### src/rtl/qar_mem_arb_pkg.sv
// Shared types and constants for the qar_mem_arbiter instruction/data memory arbiter.
package qar_mem_arb_pkg;

  typedef enum logic [1:0] {
    IDLE = 2'd0,
    BUS  = 2'd1,
    RESP = 2'd2
  } state_e;

  typedef enum logic {
    REQ_IMEM = 1'b0,
    REQ_DMEM = 1'b1
  } req_id_e;

  localparam logic [63:0] ERR_RDATA = 64'h0;

endpackage

### src/rtl/qar_bus_timeout.sv
// Bus wait-state watchdog: cleared by start, counts ticks, flags the tick that reaches TIMEOUT_CYCLES.
module qar_bus_timeout #(
  parameter int unsigned TIMEOUT_CYCLES = 255
) (
  input  logic clk,
  input  logic rst,
  input  logic start,
  input  logic tick,
  output logic expired
);

  localparam int unsigned CNT_W = (TIMEOUT_CYCLES > 1) ? $clog2(TIMEOUT_CYCLES + 1) : 1;
  localparam int unsigned LAST  = (TIMEOUT_CYCLES > 0) ? TIMEOUT_CYCLES - 1 : 0;
  localparam logic        EN    = (TIMEOUT_CYCLES != 0);

  logic [CNT_W-1:0] cnt_q, cnt_d;

  // expired is combinational so the FSM leaves BUS on the very tick that hits the limit
  assign expired = EN && tick && !start && (cnt_q == CNT_W'(LAST));

  always_comb begin
    cnt_d = cnt_q;
    if (start) begin
      cnt_d = '0;
    end else if (EN && tick && !expired) begin
      cnt_d = cnt_q + CNT_W'(1);
    end
  end

  always_ff @(posedge clk) begin
    if (rst) begin
      cnt_q <= '0;
    end else begin
      cnt_q <= cnt_d;
    end
  end

endmodule

### src/rtl/qar_mem_arbiter.sv
// Two-requester (imem/dmem) arbiter onto one shared memory port with a wait-state timeout.
// Define QAR_MEM_ARB_RR_EN for round-robin ties; otherwise dmem always wins a tie.
module qar_mem_arbiter
  import qar_mem_arb_pkg::*;
#(
  parameter int unsigned ADDR_WIDTH     = 32,
  parameter int unsigned DATA_WIDTH     = 32,
  parameter int unsigned TIMEOUT_CYCLES = 255
) (
  input  logic                  clk,
  input  logic                  rst,
  input  logic                  imem_valid,
  input  logic [ADDR_WIDTH-1:0] imem_addr,
  output logic                  imem_ready,
  output logic [DATA_WIDTH-1:0] imem_rdata,
  input  logic                  dmem_valid,
  input  logic                  dmem_we,
  input  logic [ADDR_WIDTH-1:0] dmem_addr,
  input  logic [DATA_WIDTH-1:0] dmem_wdata,
  output logic                  dmem_ready,
  output logic [DATA_WIDTH-1:0] dmem_rdata,
  output logic                  bus_valid,
  output logic                  bus_we,
  output logic [ADDR_WIDTH-1:0] bus_addr,
  output logic [DATA_WIDTH-1:0] bus_wdata,
  input  logic                  bus_ready,
  input  logic [DATA_WIDTH-1:0] bus_rdata,
  output logic                  bus_err,
  output logic                  busy
);

  state_e                state_q, state_d;
  req_id_e               owner_q, owner_d;
  logic                  bus_valid_q, bus_valid_d;
  logic                  bus_we_q, bus_we_d;
  logic [ADDR_WIDTH-1:0] bus_addr_q, bus_addr_d;
  logic [DATA_WIDTH-1:0] bus_wdata_q, bus_wdata_d;
  logic                  imem_ready_q, imem_ready_d;
  logic                  dmem_ready_q, dmem_ready_d;
  logic [DATA_WIDTH-1:0] imem_rdata_q, imem_rdata_d;
  logic [DATA_WIDTH-1:0] dmem_rdata_q, dmem_rdata_d;
  logic                  bus_err_q, bus_err_d;
  logic                  busy_q, busy_d;

  logic                  grant_dmem_c;
  logic                  tmo_start_c, tmo_tick_c, tmo_expired_c;
  logic [DATA_WIDTH-1:0] resp_rdata_c;

`ifdef QAR_MEM_ARB_RR_EN
  req_id_e last_q, last_d;
  // Whoever was granted last loses the next tie.
  assign grant_dmem_c = dmem_valid && (!imem_valid || (last_q == REQ_IMEM));
`else
  assign grant_dmem_c = dmem_valid;
`endif

  assign tmo_start_c = (state_q == IDLE) && (imem_valid || dmem_valid);
  assign tmo_tick_c  = (state_q == BUS) && !bus_ready;

  qar_bus_timeout #(
    .TIMEOUT_CYCLES(TIMEOUT_CYCLES)
  ) u_timeout (
    .clk    (clk),
    .rst    (rst),
    .start  (tmo_start_c),
    .tick   (tmo_tick_c),
    .expired(tmo_expired_c)
  );

  always_comb begin
    state_d      = state_q;
    owner_d      = owner_q;
    bus_valid_d  = bus_valid_q;
    bus_we_d     = bus_we_q;
    bus_addr_d   = bus_addr_q;
    bus_wdata_d  = bus_wdata_q;
    imem_ready_d = 1'b0;
    dmem_ready_d = 1'b0;
    imem_rdata_d = '0;
    dmem_rdata_d = '0;
    bus_err_d    = 1'b0;
    resp_rdata_c = '0;
`ifdef QAR_MEM_ARB_RR_EN
    last_d       = last_q;
`endif

    case (state_q)
      IDLE: begin
        if (imem_valid || dmem_valid) begin
          state_d     = BUS;
          bus_valid_d = 1'b1;
          if (grant_dmem_c) begin
            owner_d     = REQ_DMEM;
            bus_we_d    = dmem_we;
            bus_addr_d  = dmem_addr;
            bus_wdata_d = dmem_wdata;
          end else begin
            owner_d     = REQ_IMEM;
            bus_we_d    = 1'b0;
            bus_addr_d  = imem_addr;
            bus_wdata_d = '0;
          end
`ifdef QAR_MEM_ARB_RR_EN
          last_d = grant_dmem_c ? REQ_DMEM : REQ_IMEM;
`endif
        end
      end
      BUS: begin
        // A real bus_ready always beats a timeout landing in the same cycle.
        if (bus_ready || tmo_expired_c) begin
          state_d     = RESP;
          bus_valid_d = 1'b0;
          bus_err_d   = !bus_ready;
          if (!bus_ready) begin
            resp_rdata_c = DATA_WIDTH'(ERR_RDATA);
          end else if (!bus_we_q) begin
            resp_rdata_c = bus_rdata;
          end
          imem_ready_d = (owner_q == REQ_IMEM);
          dmem_ready_d = (owner_q == REQ_DMEM);
          imem_rdata_d = (owner_q == REQ_IMEM) ? resp_rdata_c : '0;
          dmem_rdata_d = (owner_q == REQ_DMEM) ? resp_rdata_c : '0;
        end
      end
      RESP: begin
        state_d = IDLE;
      end
      default: begin
        state_d = IDLE;
      end
    endcase

    busy_d = (state_d != IDLE);
  end

  always_ff @(posedge clk) begin
    if (rst) begin
      state_q      <= IDLE;
      owner_q      <= REQ_DMEM;
      bus_valid_q  <= 1'b0;
      bus_we_q     <= 1'b0;
      bus_addr_q   <= '0;
      bus_wdata_q  <= '0;
      imem_ready_q <= 1'b0;
      dmem_ready_q <= 1'b0;
      imem_rdata_q <= '0;
      dmem_rdata_q <= '0;
      bus_err_q    <= 1'b0;
      busy_q       <= 1'b0;
    end else begin
      state_q      <= state_d;
      owner_q      <= owner_d;
      bus_valid_q  <= bus_valid_d;
      bus_we_q     <= bus_we_d;
      bus_addr_q   <= bus_addr_d;
      bus_wdata_q  <= bus_wdata_d;
      imem_ready_q <= imem_ready_d;
      dmem_ready_q <= dmem_ready_d;
      imem_rdata_q <= imem_rdata_d;
      dmem_rdata_q <= dmem_rdata_d;
      bus_err_q    <= bus_err_d;
      busy_q       <= busy_d;
    end
  end

`ifdef QAR_MEM_ARB_RR_EN
  // Reset value makes dmem win the first tie.
  always_ff @(posedge clk) begin
    if (rst) begin
      last_q <= REQ_IMEM;
    end else begin
      last_q <= last_d;
    end
  end
`endif

  assign bus_valid  = bus_valid_q;
  assign bus_we     = bus_we_q;
  assign bus_addr   = bus_addr_q;
  assign bus_wdata  = bus_wdata_q;
  assign imem_ready = imem_ready_q;
  assign dmem_ready = dmem_ready_q;
  assign imem_rdata = imem_rdata_q;
  assign dmem_rdata = dmem_rdata_q;
  assign bus_err    = bus_err_q;
  assign busy       = busy_q;

endmodule

### config.mk
export PLATFORM = sky130hd
export DESIGN_NAME = qar_mem_arbiter
export DESIGN_NICKNAME = d
export VERILOG_FILES = /design/src/rtl/qar_mem_arb_pkg.sv /design/src/rtl/qar_bus_timeout.sv /design/src/rtl/qar_mem_arbiter.sv
export SDC_FILE = /design/constraint.sdc
export NUM_CORES = 1
export LEC_CHECK = 0
export ABC_AREA = 1
export CAP_MARGIN = 0
export CORE_MARGIN = 3
export CORE_UTILIZATION = 39
export DETAILED_ROUTE_END_ITERATION = 6
export PLACE_DENSITY = 0.82
export SYNTH_ARGS = -nofsm -noshare
export SYNTH_HDL_FRONTEND = slang
export SYNTH_SLANG_ARGS = --single-unit
### constraint.sdc
create_clock -name clk -period 1.58 [get_ports clk]
set_input_delay 0.237 -clock clk [delete_from_list [all_inputs] [get_ports clk]]
set_output_delay 0.237 -clock clk [all_outputs]
set_load 0.02 [all_outputs]
* After elaboration in Yosys (flattened, before gate mapping) *
Cells that the tools add are included.

operators by class
  $add $sub $neg = 1
  multipliers = 0
  div/mod/pow operators = 0
  magnitude comparators = 0
  eq/ne operators = 4
  shift-type cells = 0
  multiplexer cells = 12
  bitwise gates (word level) = 3
  reductions and logical operators = 19

operators by type and width
  kind                                                                     number
  32-bit two-way mux                                                       4
  8-bit by 1-bit adder with 8-bit output, second input constant            1
  8-bit equality test, second input constant                               1
  4-bit OR reduction                                                       2
  1-bit logical AND                                                        5
  1-bit two-way mux                                                        4
  2-bit two-way mux                                                        2
  2-bit by 1-bit inequality test with 1-bit output, second input constant  2
  2-bit one-hot mux with 2 select lines                                    1
  2-bit nonzero test                                                       2
  1-bit logical NOT                                                        3
  1-bit NOT                                                                3
  3-bit AND reduction                                                      1
  3-bit OR reduction                                                       1
  2-bit by 1-bit equality test with 1-bit output, second input constant    1
  2-bit logical NOT                                                        1
  1-bit logical OR                                                         2
  1-bit one-hot mux with 2 select lines                                    1
  2-bit AND reduction                                                      1
  2-bit OR reduction                                                       1

storage, ports and cells
  register bits = 145
  latch bits = 0
  RAM bits = 0
  memory bits (read-only) = 0
  logic and storage cells = 52
  memories = 0

* Depth between registers and ports, before layout *
Gate-level depths: netlist (run 1).

  depth after elaboration = 9
  mapped depth = 10

* By module *
A second synthesis (run 1) with hierarchy kept.

unflattened totals
  cell total of the unflattened synthesis = 732
  area total of the unflattened synthesis = 5337.6 µm²

by module, submodules not included
  module           instances  cells each  area an instance (µm²)  sequential area each (µm²)
  qar_mem_arbiter  1          659         4850.9                  2742.6
  qar_bus_timeout  1          73          486.7                   160.2

* Worst setup path after synthesis (run 1) *
OpenSTA, ideal clock, no wires.

  path kind = flip-flop to flip-flop
  start = register u_timeout.cnt_q[0]
  end = register dmem_rdata_q[22] (netlist: dmem_rdata[22])
  setup time = 0.064 ns
  arrival time = 1.291 ns
  slack = 0.225 ns
  stages on the path, launching flop included = 10
  period minus slack after synthesis = 1.355 ns
  cells stage by stage = dfxtp_1 > inv_1 > ha_1 > inv_1 > nor2_2 > nand2_2 > a21oi_4 > nand3_2 > buf_6 > nor2_1

on the way
  word-level cells in the longest chain between the ends = 5

RTL lines
  what                          RTL line                RTL
  start, declared               qar_bus_timeout.sv:16   logic [CNT_W-1:0] cnt_q, cnt_d;
  start signal, assigned        qar_bus_timeout.sv:34   cnt_q <= cnt_d;
  8-bit equality test           qar_bus_timeout.sv:19   assign expired = EN && tick && !start && (cnt_q == CNT_W'(LAST));
  1-bit logical AND             qar_bus_timeout.sv:19
  1-bit logical OR              qar_mem_arbiter.sv:110  if (bus_ready || tmo_expired_c) begin
  1-bit NOT (no line)           --
  4-bit OR reduction (no line)  --
  end signal, assigned          qar_mem_arbiter.sv:160  dmem_rdata_q <= dmem_rdata_d;
  end, declared                 qar_mem_arbiter.sv:41   logic [DATA_WIDTH-1:0] dmem_rdata_q, dmem_rdata_d;

Every way passes these cells.
A chain may end at the register's enable or synchronous reset.

* Worst setup path in the final report (run 1) *
  start = register imem_rdata_q[26] (netlist: imem_rdata[26])
  end = output port imem_rdata[26]

RTL lines
  what                    RTL line                RTL
  start, declared         qar_mem_arbiter.sv:40   logic [DATA_WIDTH-1:0] imem_rdata_q, imem_rdata_d;
  start signal, assigned  qar_mem_arbiter.sv:159  imem_rdata_q <= imem_rdata_d;
  end, declared           qar_mem_arbiter.sv:15   output logic [DATA_WIDTH-1:0] imem_rdata,

No word-level cell between the ends.

==> insert_results.sql, run 1 <==
INSERT INTO impl_metrics (metric_group, metric, value, unit) VALUES
('routing', 'drtPass1Iterations', '5', ''),
('layout', 'drive_gt1_share', '11.4', '%'),
('clocking', 'cts_max_level', '4', ''),
('outcome', 'failing_checks', 'setup timing', ''),
('floorplanning', 'fp.coreArea', '12200', 'um^2'),
('clocking', 'buffer_depth_of_the_longest_clock_path', '2', ''),
('timing', 'fin_setup_tns', '-8.36', 'ps'),
('grt', 'grt_util_met3', '6.75', '%'),
('routing', 'drt-wirelength-per-cell', '16.1', 'um'),
('timing', 'setup_repair_after_global_routing_missed_its_margin', 'true', ''),
('critical_path', 'end_kind', 'output pin', ''),
('placed_design', 'place.gp.congestion', '0.780', ''),
('power', 'total_leakage_power', '4.45', 'nW'),
('grt', 'grt_pass1_vias', '4687', ''),
('clocking', 'tritoncts_clock_tree', 'yes', ''),
('clocking', 'clk_pin_slew', '60', 'ps'),
('grt', 'track_usage', '20.8', '%'),
('critical_path', 'timing_worst_setup_path_type', 'reg -> out', ''),
('logic_synthesis', 'dominantRegCellSynth', 'sky130_fd_sc_hd__dfxtp_1', ''),
('timing', 'fin_crit_sh', '101', '%'),
('logic_synthesis', 'syn_area', '4950', 'um^2'),
('critical_path', 'arrival', '1350', 'ps'),
('timing', 'setup_ws_final', '-8.36', 'ps'),
('logic_synthesis', 'synthesized_area_fraction_occupied_by_adder_cells', '0.506', '%'),
('timing', 'setup_viol_count_final', '1', ''),
('critical_path', 'critical_path.n_buffers_inverters', '1', ''),
('grt', 'gr_util_met2', '37.4', '%'),
('floorplanning', 'initial_core_util', '40.5', '%'),
('logic_synthesis', 'synth_warnings', '0', ''),
('layout', 'antenna_cells_inserted', '0', ''),
('power', 'vdd_ir_drop_max', '0.000534', 'V'),
('grt', 'grtUsageMet1', '22.6', '%'),
('floorplanning', 'floorplan.die.height', '119', 'um'),
('logic_synthesis', 'multiplexer_fraction_of_the_synthesized_cell_area', '6.47', '%'),
('floorplanning', 'pin_count', '268', ''),
('timing', 'worst_slew_pin_slew', '364', 'ps'),
('grt', 'gr-total-overflow', '0', ''),
('routing', 'detail_route.iter0.violations', '265', ''),
('critical_path', 'timing.critical_path.cells', 'clkdlybuf4s50_1', ''),
('placed_design', 'dp_hpwl', '11200', 'um'),
('critical_path', 'critical_path.top_delay_family', 'buffers and inverters', ''),
('logic_synthesis', 'seq_area_frac_synth', '58.7', '%'),
('critical_path', 'critPathRequiredTime', '1340', 'ps'),
('routing', 'drt_wl_total', '16500', 'um'),
('floorplanning', 'fp.dieArea', '14100', 'um^2'),
('grt', 'pin_count_of_the_biggest_net_entering_global_routing', '41', ''),
('logic_synthesis', 'yosys.cell_count.top_type', 'sky130_fd_sc_hd__dfxtp_1', ''),
('floorplanning', 'floorplan.rows', '40', ''),
('job', 'max_cap_violations', '0', ''),
('logic_synthesis', 'synth-compound-area-share', '11.3', '%'),
('timing', 'clock.fmax', '630', 'MHz'),
('timing', 'finalClockSkew', '7.83', 'ps'),
('clocking', 'cts.root.buffer_cell', 'sky130_fd_sc_hd__clkbuf_16', ''),
('logic_synthesis', 'synth_async_sr_flop_share', '0', '%'),
('logic_synthesis', 'synth-edff-count', '0', ''),
('floorplanning', 'die-width', '119', 'um'),
('logic_synthesis', 'synthesized_area_fraction_occupied_by_xor_and_xnor_cells', '0.531', '%'),
('logic_synthesis', 'netlist_instances', '560', ''),
('logic_synthesis', 'synth_top_family_by_area', 'simple AND/OR/NAND/NOR gates', ''),
('logic_synthesis', 'post-synth-top-area-cell', 'sky130_fd_sc_hd__dfxtp_1', ''),
('layout', 'nNetsFinal', '978', ''),
('critical_path', 'critical_path.startpoint_type', 'register', ''),
('routing', 'drc', '0', ''),
('logic_synthesis', 'ys_seq_elements', '145', ''),
('routing', 'number_of_nets_with_antenna_violations_after_detailed_routing', '0', ''),
('grt', 'number_of_antenna_violations_at_the_first_check_in_global_routing', '0', ''),
('logic_synthesis', 'synthesis.area_per_instance', '8.84', 'um^2'),
('outcome', 'run_status', 'finished with violations', ''),
('layout', 'syn2layout_area_growth', '74.9', '%'),
('clocking', 'sinks_on_clock_net', '145', ''),
('logic_synthesis', 'synth_largest_type_area_fraction', '58.7', '%');
[cell usage in the layout, fill, tap and decap left out, drive strengths merged]
master	count
dlygate4sd2	97
mux2i	32
xor2	3
ha	2
dfxtp	145
inv	53
nand3	6
clkinvlp	4
buf	23
o211ai	1
dlymetal6s2s	30
bufinv	1
a31oi	1
clkbuf	23
nand4	2
clkdlybuf4s50	139
nor2	82
o21ai	68
a21oi	39
clkinv	5
nand2	98
[where the power goes]
| group | internal (mW) | leakage, nW | switching (mW) |
|---|---|---|---|
| sequential | 3.84 | 1.18 | 0.0791 |
| clock | 2.20 | 0.262 | 1.50 |
| combinational | 0.659 | 3.00 | 0.725 |
| total | 6.70 | 4.45 | 2.31 |
[cell families (layout without fill, tap and decap cells)]
family,Yosys count,count (layout)
compound gates,109,109
xor+xnor,3,3
fa+ha+maj,2,2
buf+inv,81,375
flops,145,145
mux,32,32
simple gates,188,188
[flip-flops by register name, summed over array words and instances (netlist names), 2 cells and up]
signal,flops
bus_addr,32
state_q,2
dmem_rdata,32
imem_rdata,32
bus_wdata,32
u_timeout.cnt_q,8
[per-layer routing]
layer,up-vias,part of all wire [%],routed length (um)
met4,0,2.8,459
met5,-,0,0
met3,34,6.9,1150
met2,193,51,8400
li1,2361,-,-
met1,2267,39,6500
[stage by stage]
stage,cells,power (mW),util (%),hold WS (ps),instance area (um^2)
after global routing,1022,9.34,70.9,350,8660
after floorplan,560,4.59,-,306,4950
after detailed placement,979,5.43,64.2,444,7840
after global placement,979,5.39,64.2,437,7840
after CTS,1010,9.01,67.7,303,8270
final,1022,9.00,70.9,319,8660
[path summary, 6_finish.rpt]
check / startpoint / to / cells after the start / slack, ps
hold reg to reg: bus_wdata[19] / bus_wdata[19] / 2 / 450
setup reg to reg: u_timeout.cnt_q[0] / imem_rdata[12] / 10 / 50
hold / removal: dmem_valid / busy / 3 / 320
setup / recovery: imem_rdata[26] / imem_rdata[26] / 1 / -8
[timing repair]
action / 4_1_cts / 5_1_grt
endpoints found under the setup margin: 97 / 103
gates resized for setup: 97 / 73
cloned: 0 / 6
buffers inserted: 0 / 6
pin swaps: 0 / 7
[final cells by class]
class                           count  area [um^2]
Multi-Input combinational cell    334         1820
Inverter                           51          191
Fill cell                         941         3560
Clock inverter                     12          110
Clock buffer                       19          443
Sequential cell                   145         2910
Timing Repair Buffer              293         2970
Tap cell                          168          210
(Power assumes the default switching activity.)
==> inputs of run 2 (changes only) <==
--- a/config.mk
+++ b/config.mk
@@ -9,7 +9,9 @@
 export CAP_MARGIN = 0
 export CORE_MARGIN = 3
 export CORE_UTILIZATION = 39
+export CTS_CLUSTER_DIAMETER = 40
 export DETAILED_ROUTE_END_ITERATION = 6
+export GPL_TIMING_DRIVEN = 1
 export PLACE_DENSITY = 0.82
 export SYNTH_ARGS = -nofsm -noshare
 export SYNTH_HDL_FRONTEND = slang
==> results of run 2 <==
The final DEF is identical to that of run 1; final timing and power are the same.
==> inputs of run 3 (changes only) <==
--- a/config.mk
+++ b/config.mk
@@ -5,14 +5,16 @@
 export SDC_FILE = /design/constraint.sdc
 export NUM_CORES = 1
 export LEC_CHECK = 0
-export ABC_AREA = 1
 export CAP_MARGIN = 0
+export CELL_PAD_IN_SITES_DETAIL_PLACEMENT = 1
+export CELL_PAD_IN_SITES_GLOBAL_PLACEMENT = 1
 export CORE_MARGIN = 3
-export CORE_UTILIZATION = 39
+export CORE_UTILIZATION = 28
 export CTS_CLUSTER_DIAMETER = 40
 export DETAILED_ROUTE_END_ITERATION = 6
 export GPL_TIMING_DRIVEN = 1
 export PLACE_DENSITY = 0.82
+export SETUP_SLACK_MARGIN = 0.3
 export SYNTH_ARGS = -nofsm -noshare
 export SYNTH_HDL_FRONTEND = slang
 export SYNTH_SLANG_ARGS = --single-unit
==> run 3 against run 2 <==
The run now ends clean. Critical endpoint is now state_q[0]. Total power up 11%. Sequential cell count unchanged. Core utilization down 20 points. Sequential share of layout area up 0.35 points. Combinational power up 18%. Highest routed layer unchanged. Worst setup slack better by 130 ps.
==> insert_results.sql, run 3 <==
INSERT INTO impl_metrics (metric_group, metric, value, unit) VALUES
('clocking', 'hold_buffers', '0', ''),
('logic_synthesis', 'dominantRegCellSynth', 'sky130_fd_sc_hd__dfxtp_1', ''),
('floorplanning', 'floorplan.rows', '47', ''),
('job', 'max_cap_violations', '0', ''),
('logic_synthesis', 'synth_warnings', '0', ''),
('power', 'total_switching_power', '2.59', 'mW'),
('power', 'power_frac_clock', '43.9', '%'),
('logic_synthesis', 'synth_top_family_by_area', 'compound AO/OA/AOI/OAI gates', ''),
('logic_synthesis', 'yosys.cell_count.top_type', 'sky130_fd_sc_hd__dfxtp_1', ''),
('routing', 'drc', '0', ''),
('routing', 'drt-wirelength-per-cell', '19.3', 'um'),
('timing', 'hold_slack', '257', 'ps'),
('clocking', 'cts_inserted_buffers', '17', ''),
('routing', 'drtPass1Iterations', '4', ''),
('placed_design', 'placedInstanceArea', '7950', 'um^2'),
('logic_synthesis', 'synthesized_area_fraction_occupied_by_xor_and_xnor_cells', '0', '%'),
('power', 'vdd_ir_drop_max', '0.000726', 'V'),
('critical_path', 'worstReg2RegStart', 'u_timeout.cnt_q[1]', ''),
('clocking', 'cts.root.buffer_cell', 'sky130_fd_sc_hd__clkbuf_16', ''),
('critical_path', 'end_kind', 'register', ''),
('floorplanning', 'pin_count', '268', ''),
('clocking', 'buffer_depth_of_the_longest_clock_path', '2', ''),
('routing', 'routed_vias', '4851', ''),
('timing', 'clock.fmax', '684', 'MHz'),
('hold_path', 'min_delay_path_depth', '2', ''),
('placed_design', 'place.gp.congestion', '0.862', ''),
('placed_design', 'place_inst', '941', ''),
('logic_synthesis', 'mappedNetlistNets', '613', ''),
('floorplanning', 'die-width', '139', 'um'),
('timing', 'finalClockSkew', '10.7', 'ps'),
('logic_synthesis', 'ys_seq_elements', '145', ''),
('layout', 'layout_common_cells', '138 x sky130_fd_sc_hd__dfxtp_1, 131 x sky130_fd_sc_hd__clkdlybuf4s50_1, 76 x sky130_fd_sc_hd__buf_2, 59 x sky130_fd_sc_hd__nor2_1, 42 x sky130_fd_sc_hd__clkdlybuf4s15_2', ''),
('layout', 'finalCoreUtilization', '50.9', '%'),
('logic_synthesis', 'synth_area_leaders', 'sky130_fd_sc_hd__dfxtp_1 59%, sky130_fd_sc_hd__mux2i_1 7.3%, sky130_fd_sc_hd__a22o_1 5.8%', ''),
('logic_synthesis', 'synth_async_sr_flop_share', '0', '%'),
('placed_design', 'portbufs', '267', ''),
('logic_synthesis', 'ys_types', '39', ''),
('clocking', 'cts_max_level', '4', ''),
('logic_synthesis', 'synthesis.area_per_instance', '10.4', 'um^2'),
('outcome', 'run_status', 'complete, no violations', ''),
('floorplanning', 'fp.coreArea', '16900', 'um^2'),
('logic_synthesis', 'post_synth_most_frequent_cells', '145 x sky130_fd_sc_hd__dfxtp_1, 68 x sky130_fd_sc_hd__nor2_1, 37 x sky130_fd_sc_hd__a211oi_1', ''),
('logic_synthesis', 'synth-compound-area-share', '18.0', '%'),
('grt', 'gr-total-overflow', '0', ''),
('floorplanning', 'fp.dieArea', '19300', 'um^2'),
('logic_synthesis', 'multiplexer_fraction_of_the_synthesized_cell_area', '7.29', '%'),
('clocking', 'tritoncts_clock_tree', 'yes', ''),
('critical_path', 'arrival', '1790', 'ps'),
('power', 'gate_power_share', '16.4', '%'),
('critical_path', 'worst-r2r-cell-count', '4', ''),
('logic_synthesis', 'netlist_instances', '477', ''),
('logic_synthesis', 'post_synthesis_share_of_cell_area_spent_on_and_or_nand_and_nor_gates', '11.0', '%'),
('critical_path', 'critPathRequiredTime', '1910', 'ps'),
('power', 'total_power', '9.98', 'mW'),
('power', 'cellInternalPower', '7.39', 'mW'),
('logic_synthesis', 'synth-edff-count', '0', ''),
('routing', 'drt_wl_total', '19200', 'um'),
('placed_design', 'post-place-ws', '-276', 'ps'),
('floorplanning', 'floorplan.die.height', '139', 'um'),
('logic_synthesis', 'seq_area_frac_synth', '58.7', '%'),
('logic_synthesis', 'post-synth-top-area-cell', 'sky130_fd_sc_hd__dfxtp_1', ''),
('layout', 'antenna_cells_inserted', '0', ''),
('logic_synthesis', 'synth_largest_type_area_fraction', '58.7', '%'),
('layout', 'layout_commonest_cell', 'sky130_fd_sc_hd__dfxtp_1', ''),
('routing', 'number_of_nets_with_antenna_violations_after_detailed_routing', '0', ''),
('grt', 'grt_pass1_wl', '30400', 'um'),
('clocking', 'sinks_on_clock_net', '145', ''),
('logic_synthesis', 'synthesized_area_fraction_occupied_by_adder_cells', '0.506', '%'),
('layout', 'syn2layout_area_growth', '74.2', '%'),
('timing', 'report.final.hold_viol_count', '0', ''),
('layout', 'drive_gt1_share', '33.1', '%'),
('routing', 'detail_route.iter0.violations', '176', ''),
('clocking', 'insertion_delay_to_the_later_sink_of_the_worst_skew_pair', '420', 'ps'),
('timing', 'fin_setup_tns', '0', 'ps'),
('layout', 'layout.cells.non_filler', '994', ''),
('routing', 'vias_per_cell', '4.88', ''),
('grt', 'number_of_antenna_violations_at_the_first_check_in_global_routing', '0', ''),
('layout', 'design_area', '8610', 'um^2'),
('timing', 'slew_viol_final', '0', ''),
('power', 'seq_power_share', '39.8', '%'),
('critical_path', 'r2r_path_end', 'state_q[0]', ''),
('logic_synthesis', 'syn_area', '4940', 'um^2'),
('layout', 'nNetsFinal', '897', ''),
('grt', 'track_usage', '19.6', '%'),
('floorplanning', 'initial_core_util', '29.2', '%'),
('power', 'total_leakage_power', '3.58', 'nW'),
('timing', 'fin_crit_sh', '92.6', '%'),
('power', 'switching_share_of_total_power', '26.0', '%'),
('timing', 'period_minus_slack', '1460', 'ps'),
('hold_path', 'whs_endpoint', 'state_q[1]', ''),
('clocking', 'clk_pin_slew', '60', 'ps'),
('timing', 'setup_ws_final', '117', 'ps'),
('timing', 'setup_viol_count_final', '0', ''),
('timing', 'slew_headroom', '70.1', '%'),
('timing', 'worst_slew_pin_slew', '449', 'ps'),
('grt', 'grt_pass1_vias', '5450', ''),
('power', 'power_per_cell_area', '1160', 'nW/um^2'),
('placed_design', 'dp_hpwl', '13400', 'um'),
('critical_path', 'r2r_setup_slack', '120', 'ps'),
('hold_path', 'min-delay-path-class', 'in -> reg', ''),
('hold_path', 'holdCritStartpoint', 'rst', ''),
('grt', 'pin_count_of_the_biggest_net_entering_global_routing', '39', ''),
('timing', 'setup_repair_after_global_routing_missed_its_margin', 'true', ''),
('critical_path', 'timing_worst_setup_path_type', 'reg -> reg', ''),
('critical_path', 'worstPathMaxFanout', '5', ''),
('critical_path', 'critical_path.startpoint_type', 'register', '');
run 3: cell types whose count changed after synthesis, moves of 4 or more:
cell                       before  now
sky130_fd_sc_hd__o211ai_1       1    5
sky130_fd_sc_hd__clkbuf_1      11   22
sky130_fd_sc_hd__a22o_1         0   33
sky130_fd_sc_hd__mux2i_1       32   36
sky130_fd_sc_hd__nor2_1        79   68
sky130_fd_sc_hd__o21ai_0       68    1
sky130_fd_sc_hd__nand2_1       95   36
sky130_fd_sc_hd__a211oi_1       0   37
sky130_fd_sc_hd__inv_1         51    5
sky130_fd_sc_hd__a21oi_1       38   33
run 3: how the worst max path moves through the flow:
stage,end,slack [ps],startpoint
2_1_floorplan,imem_rdata[10],130,state_q[1]
3_3_place_gp,bus_valid,-190,imem_valid
3_5_place_dp,bus_addr[0],-280,imem_valid
4_1_cts,state_q[0],110,u_timeout.cnt_q[0]
5_1_grt,state_q[0],50,u_timeout.cnt_q[0]
6_report,state_q[0],120,u_timeout.cnt_q[1]
run 3: routing by layer:
metal	routed length, um	GRT usage (%)
met5	0	0
met4	299	6.28
met3	1390	5.66
met2	10100	36.3
met1	7460	21.4
run 3: logic make-up (layout without fill, tap and decap cells):
family / after synthesis / in the layout
mux: 36 / 36
fa+ha+maj: 2 / 2
compound gates: 122 / 122
simple gates: 125 / 128
flops: 145 / 145
buf+inv: 47 / 341
run 3: timing repair:
action                                  CTS  global route
pin swaps                                11            16
setup buffers                            13             4
endpoints found under the setup margin  277           182
gates cloned                              4             0
resized for setup                       468            71
run 3: worst max-delay path, cell delays in order (launching register included):
cell and delay (ps):
sky130_fd_sc_hd__dfxtp_4 380, sky130_fd_sc_hd__ha_4 170, sky130_fd_sc_hd__and3_4 200, sky130_fd_sc_hd__a311o_1 430, sky130_fd_sc_hd__a211oi_2 200
run 3: layout make-up:
type / count / area [um^2]
sequential: 145 / 2920
clock buffer: 19 / 453
inverter: 5 / 21.3
tap: 220 / 275
timing repair buffer: 304 / 2640
clock inverter: 13 / 196
multi-input combinational: 288 / 2110
fill: 1845 / 8320
run 3: power groups by stage:
stage                     clock network (mW)  logic, mW  registers [mW]
after floorplan                            0      0.536            4.25
after global placement                     0       1.59            4.04
after detailed placement                   0       1.64            4.05
after CTS                               4.48       1.65            3.97
after global routing                    4.66       1.76            3.99
final                                   4.38       1.63            3.97
